==> src/rtl/uart_tx_fifo_sender.sv <==
// Buffered 16x-oversampled UART transmitter: byte FIFO feeding an LSB-first serialiser.
// Define UART_TX_PARITY_EN to insert an even-parity bit between the data and stop bits.
module uart_tx_fifo_sender #(
   parameter int DBITS      = 8,
   parameter int SBITS      = 1,
   parameter int BAUD_DIV   = 325,
   parameter int FIFO_DEPTH = 8
) (
   input  logic             clock,
   input  logic             reset,
   input  logic             wr_en,
   input  logic [DBITS-1:0] wr_data,
   output logic             full,
   output logic             empty,
   output logic             overflow,
   output logic             busy,
   output logic             tx_done,
   output logic             tx
);

   localparam int AW         = $clog2(FIFO_DEPTH);
   localparam int CW         = (BAUD_DIV > 0) ? $clog2(BAUD_DIV + 1) : 1;
   localparam int STOP_TICKS = SBITS * 16;

`ifdef UART_TX_PARITY_EN
   typedef enum logic [2:0] {IDLE, START, DATA, PARITY, STOP} state_t;
`else
   typedef enum logic [2:0] {IDLE, START, DATA, STOP} state_t;
`endif

   state_t            state_reg, state_next;
   logic [CW-1:0]     tick_cnt_reg;
   logic [4:0]        s_reg, s_next;
   logic [2:0]        n_reg, n_next;
   logic [DBITS-1:0]  shift_reg, shift_next;
   logic              tx_reg, tx_next;
   logic              overflow_reg;
   logic [AW-1:0]     wr_ptr_reg, rd_ptr_reg;
   logic [AW:0]       count_reg;
   logic [DBITS-1:0]  mem [FIFO_DEPTH];
   logic [DBITS-1:0]  head;
   logic              tick, push, pop, done;
`ifdef UART_TX_PARITY_EN
   logic              parity_reg, parity_next;
`endif

   assign full     = (count_reg == (AW+1)'(FIFO_DEPTH));
   assign empty    = (count_reg == '0);
   assign overflow = overflow_reg;
   assign busy     = (state_reg != IDLE);
   assign tx_done  = done;
   assign tx       = tx_reg;
   assign tick     = (tick_cnt_reg == CW'(BAUD_DIV));
   assign push     = wr_en && !full;
   assign head     = mem[rd_ptr_reg];

   // Storage has no reset: resetting the pointers and count discards its contents.
   always_ff @(posedge clock) begin
      if (push)
         mem[wr_ptr_reg] <= wr_data;
   end

   always_ff @(posedge clock) begin
      if (reset) begin
         state_reg    <= IDLE;
         tick_cnt_reg <= '0;
         s_reg        <= '0;
         n_reg        <= '0;
         shift_reg    <= '0;
         tx_reg       <= 1'b1;
         overflow_reg <= 1'b0;
         wr_ptr_reg   <= '0;
         rd_ptr_reg   <= '0;
         count_reg    <= '0;
`ifdef UART_TX_PARITY_EN
         parity_reg   <= 1'b0;
`endif
      end else begin
         state_reg    <= state_next;
         s_reg        <= s_next;
         n_reg        <= n_next;
         shift_reg    <= shift_next;
         tx_reg       <= tx_next;
         overflow_reg <= wr_en && full;
`ifdef UART_TX_PARITY_EN
         parity_reg   <= parity_next;
`endif
         // Held at zero in IDLE so every start bit gets its full 16 ticks.
         if (state_reg == IDLE || tick)
            tick_cnt_reg <= '0;
         else
            tick_cnt_reg <= tick_cnt_reg + CW'(1);
         if (push)
            wr_ptr_reg <= wr_ptr_reg + AW'(1);
         if (pop)
            rd_ptr_reg <= rd_ptr_reg + AW'(1);
         case ({push, pop})
            2'b10:   count_reg <= count_reg + (AW+1)'(1);
            2'b01:   count_reg <= count_reg - (AW+1)'(1);
            default: count_reg <= count_reg;
         endcase
      end
   end

   always_comb begin
      state_next  = state_reg;
      s_next      = s_reg;
      n_next      = n_reg;
      shift_next  = shift_reg;
      pop         = 1'b0;
      done        = 1'b0;
`ifdef UART_TX_PARITY_EN
      parity_next = parity_reg;
`endif
      case (state_reg)
         IDLE: begin
            if (!empty) begin
               pop         = 1'b1;
               shift_next  = head;
`ifdef UART_TX_PARITY_EN
               parity_next = ^head;
`endif
               s_next      = '0;
               n_next      = '0;
               state_next  = START;
            end
         end
         START: begin
            if (tick) begin
               if (s_reg == 5'd15) begin
                  s_next     = '0;
                  n_next     = '0;
                  state_next = DATA;
               end else begin
                  s_next = s_reg + 5'd1;
               end
            end
         end
         DATA: begin
            if (tick) begin
               if (s_reg == 5'd15) begin
                  s_next     = '0;
                  shift_next = shift_reg >> 1;
                  if (n_reg == 3'(DBITS - 1)) begin
`ifdef UART_TX_PARITY_EN
                     state_next = PARITY;
`else
                     state_next = STOP;
`endif
                  end else begin
                     n_next = n_reg + 3'd1;
                  end
               end else begin
                  s_next = s_reg + 5'd1;
               end
            end
         end
`ifdef UART_TX_PARITY_EN
         PARITY: begin
            if (tick) begin
               if (s_reg == 5'd15) begin
                  s_next     = '0;
                  state_next = STOP;
               end else begin
                  s_next = s_reg + 5'd1;
               end
            end
         end
`endif
         STOP: begin
            if (tick) begin
               if (s_reg == 5'(STOP_TICKS - 1)) begin
                  done   = 1'b1;
                  s_next = '0;
                  // Chain straight into the next start bit while bytes are queued.
                  if (!empty) begin
                     pop         = 1'b1;
                     shift_next  = head;
`ifdef UART_TX_PARITY_EN
                     parity_next = ^head;
`endif
                     n_next      = '0;
                     state_next  = START;
                  end else begin
                     state_next = IDLE;
                  end
               end else begin
                  s_next = s_reg + 5'd1;
               end
            end
         end
         default: state_next = IDLE;
      endcase
   end

   // Line level follows the state being entered so tx stays aligned with state_reg.
   always_comb begin
      tx_next = 1'b1;
      case (state_next)
         START:   tx_next = 1'b0;
         DATA:    tx_next = shift_next[0];
`ifdef UART_TX_PARITY_EN
         PARITY:  tx_next = parity_next;
`endif
         default: tx_next = 1'b1;
      endcase
   end

endmodule

==> config.mk <==
export PLATFORM = sky130hd
export DESIGN_NAME = uart_tx_fifo_sender
export DESIGN_NICKNAME = d
export VERILOG_FILES = /design/src/rtl/uart_tx_fifo_sender.sv
export SDC_FILE = /design/constraint.sdc
export NUM_CORES = 1
export LEC_CHECK = 0
export ABC_AREA = 1
export CAP_MARGIN = 25
export CORE_UTILIZATION = 40
export CTS_CLUSTER_SIZE = 12
export DETAILED_ROUTE_END_ITERATION = 12
export GPL_TIMING_DRIVEN = 0
export HOLD_SLACK_MARGIN = 0.1
export PLACE_DENSITY_LB_ADDON = 0.25
export SYNTH_ARGS = -nofsm -noshare
export SYNTH_HDL_FRONTEND = slang
export SYNTH_SLANG_ARGS = --single-unit
==> constraint.sdc <==
create_clock -name clock -period 3.1 [get_ports clock]
set_clock_uncertainty 0.2 [all_clocks]
set_input_delay 0.31 -clock clock [delete_from_list [all_inputs] [get_ports clock]]
set_output_delay 0.31 -clock clock [all_outputs]
set_load 0.01 [all_outputs]
; ---- Word level (Yosys, flattened, before mapping)
; Memories as Yosys holds them, arrays and structs flattened. A register that Yosys moved wholly into a read port is not among the register bits.
; Cells that the tools add are included.
[word_totals]
ff_bits = 40
mem_bits_rw = 64
inputBits = 11
output_inout_bits = 6
elab_cells = 97
memories = 1
[memory_table]
columns = name, words, word_bits, rd, rd_ports_with_merged_regs, write_ports, line_no
row1 = mem, 8, 8, 1, 1, 1, 40  ; logic [DBITS-1:0] mem [FIFO_DEPTH];
[op_classes]
n_addsub = 7
eq_ne = 20
n_mux = 42
reduce_logical = 16
[ops]
columns = cell, n
row1 = 3-bit two-way mux, 18
row2 = 8-bit two-way mux, 5
row3 = 3-bit case mux with 4 select lines, 2
row4 = 8-bit case mux with 3 select lines, 1
row5 = 2-bit inequality test (second input constant), 8
row6 = 5-bit two-way mux, 3
row7 = 5-bit case mux with 2 select lines, 1
row8 = 3-bit by 1-bit adder with 3-bit output (second input constant), 3
row9 = 9-bit by 1-bit adder with 9-bit output (second input constant), 1
row10 = 3-bit by 2-bit == test with 1-bit output (second input constant), 3
row11 = 9-bit == test (second input constant), 1
row12 = 1-bit two-way mux, 9
row13 = 4-bit case mux with 2 select lines, 1
row14 = 8-bit AND reduction, 1
row15 = 3-bit by 1-bit == test with 1-bit output (second input constant), 2
row16 = 3-bit nonzero test, 2
row17 = 5-bit by 1-bit adder with 5-bit output (second input constant), 1
row18 = 5-bit by 4-bit == test with 1-bit output (second input constant), 1
row19 = 5-bit AND reduction, 1
row20 = 4-bit by 1-bit adder with 4-bit output (second input constant), 1
row21 = 4-bit == test (second input constant), 1
row22 = 4-bit zero test, 1
row23 = 1-bit case mux with 2 select lines, 2
row24 = 2-bit nonzero test, 2
row25 = other kinds (13), 14

; ---- Logic depth before layout (Yosys ltp)
[depth]
depth_word = 7
mapped_depth = 15
mapped_depth_nobuf = 15

; ---- Least setup slack after synthesis
; Ideal clock, no wire load.
[synth_path]
path_type = register to register
startpoint = register s_reg[0]
endpoint = register count_reg[2]
arrival_ns = 2.157
required_ns = 2.785
path_slack_ns = 0.628
stages_incl_launch_ff = 15
path_cell_list = dfxtp_1 -> ha_1 -> nand2_2 -> nor2_8 -> inv_2 -> nor2_1 -> nand3_1 -> nand2_2 -> ha_1 -> xor2_1 -> ha_1 -> a21oi_1 -> xor2_1 -> o21ai_0 -> inv_1
[synth_via]
elab_chain_len = 6
[synth_rtl]
columns = element, line_no
row1 = "start, declared", 33  ; logic [4:0] s_reg, s_next;
row2 = "start signal, assigned", 80  ; s_reg <= s_next;
row3 = 5-bit by 4-bit == test with 1-bit output *, 172  ; if (s_reg == 5'(STOP_TICKS - 1)) begin
row4 = 1-bit two-way mux *, 172
row5 = 1-bit two-way mux *, 171  ; if (tick) begin
row6 = 1-bit case mux with 2 select lines *, 115  ; case (state_reg)
row7 = via pop, 42  ; logic tick, push, pop, done;
row8 = 2-bit by 1-bit == test with 1-bit output / 2-bit == test (equally long branches), 97  ; case ({push, pop})
row9 = 4-bit case mux with 2 select lines / 2-bit nonzero test (equally long branches), -
row10 = "end signal, assigned", 98  ; 2'b10: count_reg <= count_reg + (AW+1)'(1);
row11 = "end signal, assigned", 99  ; 2'b01: count_reg <= count_reg - (AW+1)'(1);
row12 = "end signal, assigned", 100  ; default: count_reg <= count_reg;
row13 = "end, declared", 39  ; logic [AW:0] count_reg;
; The timed path passes the listed nets; every way through them passes the cells marked *.
; A chain may end at the register's enable or synchronous reset.

; ---- Final worst setup path
; Same ends and word-level chain as after synthesis.

==> impl_metrics.prom <==
# TYPE chip_impl_metric gauge
chip_impl_info{name="result_of_the_run",value="complete, but fails checks"} 1
chip_impl_info{name="violations",value="DRC"} 1
chip_impl_metric{name="period_minus_slack",unit="ps"} 2820
chip_impl_info{name="critPathCaptureType",value="flop"} 1
chip_impl_metric{name="die_h",unit="um"} 112
chip_impl_metric{name="pwr-share-seq",unit="%"} 42.1
chip_impl_metric{name="vias_per_cell",unit=""} 5.17
chip_impl_metric{name="synth_area_per_cell",unit="sq um"} 9.13
chip_impl_info{name="timing.hold.worst.class",value="reg -> reg"} 1
chip_impl_metric{name="dr_total_vias",unit=""} 3643
chip_impl_metric{name="totalWireLength",unit="um"} 10400
chip_impl_metric{name="die_x",unit="um"} 112
chip_impl_metric{name="post_synth_inst_count",unit=""} 529
chip_impl_metric{name="power_switching_share",unit="%"} 33.6
chip_impl_metric{name="groute.layer.met1.usage",unit="%"} 23.9
chip_impl_metric{name="postSynthRegisterBits",unit=""} 107
chip_impl_info{name="cts_tree",value="built"} 1
chip_impl_metric{name="clk_pin_slew",unit="ps"} 70
chip_impl_metric{name="die_area",unit="sq um"} 12500
chip_impl_metric{name="max_clock_freq",unit="GHz"} 0.355
chip_impl_metric{name="synth_top_area_share",unit="%"} 39.8
chip_impl_metric{name="maxSlewViolCount",unit=""} 0
chip_impl_metric{name="internal_power_contribution",unit="mW"} 2.73
chip_impl_metric{name="max_slew.worst_pin.slew",unit="ps"} 979
chip_impl_metric{name="grt.overflow.total",unit=""} 0
chip_impl_metric{name="synth_area",unit="sq um"} 4830
chip_impl_metric{name="cts_sinks",unit=""} 107
chip_impl_info{name="timing.critical_path.from_type",value="flop"} 1
chip_impl_metric{name="ys_warn_count",unit=""} 0
chip_impl_metric{name="fraction_of_registers_with_async_set_or_reset_after_synthesis",unit="%"} 0
chip_impl_metric{name="tns",unit="ps"} 0
chip_impl_metric{name="grt_first_pass_wirelength",unit="um"} 17000
chip_impl_metric{name="synthesis.nets",unit=""} 550
chip_impl_metric{name="hpwlAfterDp",unit="um"} 7090
chip_impl_metric{name="largest_reg_flops",unit=""} 64
chip_impl_metric{name="core",unit="sq um"} 11600
chip_impl_metric{name="proportion_of_layout_cells_with_a_drive_suffix_above_1",unit="%"} 11.9
chip_impl_metric{name="cellLeakagePower",unit="nW"} 2.17
chip_impl_info{name="synthTopCellsByCount",value="111 x nand2_1, 64 x edfxtp_1, 63 x nand3_1"} 1
chip_impl_metric{name="first_global_vias",unit=""} 3452
chip_impl_metric{name="max-slew-margin-rel",unit="%"} 34.5
chip_impl_metric{name="critPathArrivalTime",unit="ps"} 2860
chip_impl_metric{name="route.antenna.remaining_nets",unit=""} 0
chip_impl_metric{name="multi_input_logic_area",unit="sq um"} 1770
chip_impl_metric{name="htree_num_levels",unit=""} 3
chip_impl_metric{name="setup_violations",unit=""} 0
chip_impl_metric{name="detail_route.wl_per_cell",unit="um"} 14.8
chip_impl_metric{name="hold-worst-slack",unit="ps"} 246
chip_impl_metric{name="final_nets",unit=""} 577
chip_impl_metric{name="synth_seq_area_share",unit="%"} 57.6
chip_impl_metric{name="grt_antenna_before_repair",unit=""} 0
chip_impl_metric{name="grt_usage",unit="%"} 17.8
chip_impl_info{name="synthDominantAreaCellType",value="edfxtp_1"} 1
chip_impl_info{name="top_usage_layer",value="met2"} 1
chip_impl_metric{name="antenna_cells",unit=""} 0
chip_impl_metric{name="synth-edff-count",unit=""} 64
chip_impl_info{name="postSynth.topFlopCell",value="edfxtp_1"} 1
chip_impl_metric{name="combPwrFrac",unit="%"} 28.4
chip_impl_metric{name="layout_worst_path_cycle_share",unit="%"} 91.0
chip_impl_metric{name="initialDrtViolationCount",unit=""} 210
chip_impl_metric{name="cts_inserted_buffers",unit=""} 9
chip_impl_metric{name="hold_violations",unit=""} 0
chip_impl_metric{name="final.fill_count",unit=""} 1062
chip_impl_metric{name="pwr-share-clk",unit="%"} 29.5
chip_impl_info{name="synth_top_cells_by_area",value="edfxtp_1 40%, dfxtp_1 18%, nand2_1 8.6%, nand3_1 6.5%, nor2_1 4.4%"} 1
chip_impl_metric{name="worst_skew_pair.late_latency",unit="ps"} 350
chip_impl_metric{name="regArea",unit="sq um"} 2780
chip_impl_metric{name="peakVddDrop",unit="mV"} 0.353
chip_impl_metric{name="numPortBuffers",unit=""} 16
chip_impl_metric{name="total_switching_power",unit="mW"} 1.38
chip_impl_metric{name="clock_path_buffers",unit=""} 2
chip_impl_metric{name="flow.area_growth_from_synthesis",unit="%"} 13.7
chip_impl_info{name="root_buffer",value="clkbuf_16"} 1
chip_impl_info{name="timing_worst_setup_path_type",value="reg -> reg"} 1
chip_impl_info{name="synth_most_common_cell",value="nand2_1"} 1
chip_impl_metric{name="placement_rows",unit=""} 39
chip_impl_metric{name="critPathMaxFanout",unit=""} 9
chip_impl_metric{name="gpl.final_weighted_congestion",unit=""} 0.865
chip_impl_metric{name="remaining_drc_errors",unit=""} 1
chip_impl_metric{name="i_o_pins",unit=""} 17
chip_impl_metric{name="global_route.usage.met2",unit="%"} 27.8
chip_impl_metric{name="initial_utilization",unit="%"} 41.6
chip_impl_metric{name="yosys.cell_types.count",unit=""} 35
chip_impl_metric{name="post_cts_buffers",unit=""} 0
chip_impl_metric{name="design_power_total",unit="mW"} 4.11
chip_impl_metric{name="worst_ep_required_time",unit="ps"} 3140
chip_impl_metric{name="drt_first_pass_iters",unit=""} 9
chip_impl_metric{name="cap_violations",unit=""} 0
chip_impl_info{name="unrepaired_setup_endpoints_after_global_routing",value="false"} 1
chip_impl_metric{name="pin_count_of_the_biggest_net_entering_global_routing",unit=""} 19
chip_impl_metric{name="powerDensity",unit="nW/um^2"} 748
chip_impl_metric{name="gr-usage-met3",unit="%"} 2.40
[critical path, stage by stage, from the launching register on]
cell	delay, ps
dfxtp_1	380
ha_1	240
nand2_2	110
nor2_8	200
inv_2	40
nor2_1	90
nand3_1	120
nand2_2	190
ha_1	280
xor2_2	210
ha_1	190
a21oi_1	60
xor2_1	170
o21ai_0	160
inv_1	50
[path summary, 6_finish.rpt]
check / endpoint / cells after the start / start / slack (ps)
setup / recovery: count_reg[2] / 14 / s_reg[0] / 280
hold / removal: shift_reg[7] / 2 / shift_reg[7] / 250
setup reg to reg: count_reg[2] / 14 / s_reg[0] / 280
hold reg to reg: shift_reg[7] / 2 / shift_reg[7] / 250
[final cells by class]
type                       count  area share (%)
clock inverter                 5            1.16
sequential                   107            50.6
multi-input combinational    354            32.3
timing repair buffer          16            2.92
clock buffer                  11            4.60
inverter                      53            3.62
tap                          143            3.26
buffer                        15            1.53
[metal layers]
metal	wire [um]	up-vias
met2	4850	92
met5	0	-
met4	315	0
met3	398	26
li1	-	1830
met1	4880	1695
[per-stage QoR]
step,area (sq um),setup WS (ps),utilization (%),cells
after detailed placement,5170,250,44.5,688
after global placement,5170,388,44.5,688
after global routing,5490,39.1,47.3,704
after floorplan,4830,628,-,529
final,5490,280,47.3,704
after CTS,5490,234,47.2,704
[cell families (layout without fill, tap and decap cells)]
| logic type | count (synthesis) | in the layout | share of synthesized area (%) |
|---|---|---|---|
| and+or+nand+nor | 273 | 273 | 26.0 |
| DFF | 107 | 107 | 57.6 |
| buffers and inverters | 68 | 100 | 5.85 |
| AOI/OAI and AO/OA | 67 | 67 | 7.36 |
| adders and majority gates | 10 | 10 | 2.59 |
| xor gates and xnor gates | 3 | 3 | 0.544 |
| other | 1 | 1 | 0.0776 |
[cell usage in the layout, fill, tap and decap left out, types with 10 or more instances in the layout]
master | Yosys | routed
inv_1 | 44 | 44
nand3_1 | 63 | 63
edfxtp_1 | 64 | 64
nor2_1 | 56 | 56
ha_1 | 10 | 10
o21ai_0 | 24 | 24
nand2_1 | 111 | 111
nand2_2 | 11 | 11
dfxtp_1 | 43 | 43
clkdlybuf4s50_1 | 0 | 16
a21oi_1 | 31 | 31
[timing repair]
action / CTS / global route
hold buffers: 0 / 0
endpoints found under the setup margin: 0 / 1
gates resized for setup: 0 / 1
[power groups by stage]
stage / sequential [mW] / combinational, mW / clock (mW)
finish: 1.73 / 1.17 / 1.21
global route: 1.75 / 1.32 / 1.28
CTS: 1.73 / 1.17 / 1.22
detailed placement: 1.76 / 1.16 / 0
global placement: 1.75 / 1.13 / 0
floorplan: 1.74 / 0.821 / 0
(Power assumes the default switching activity.)
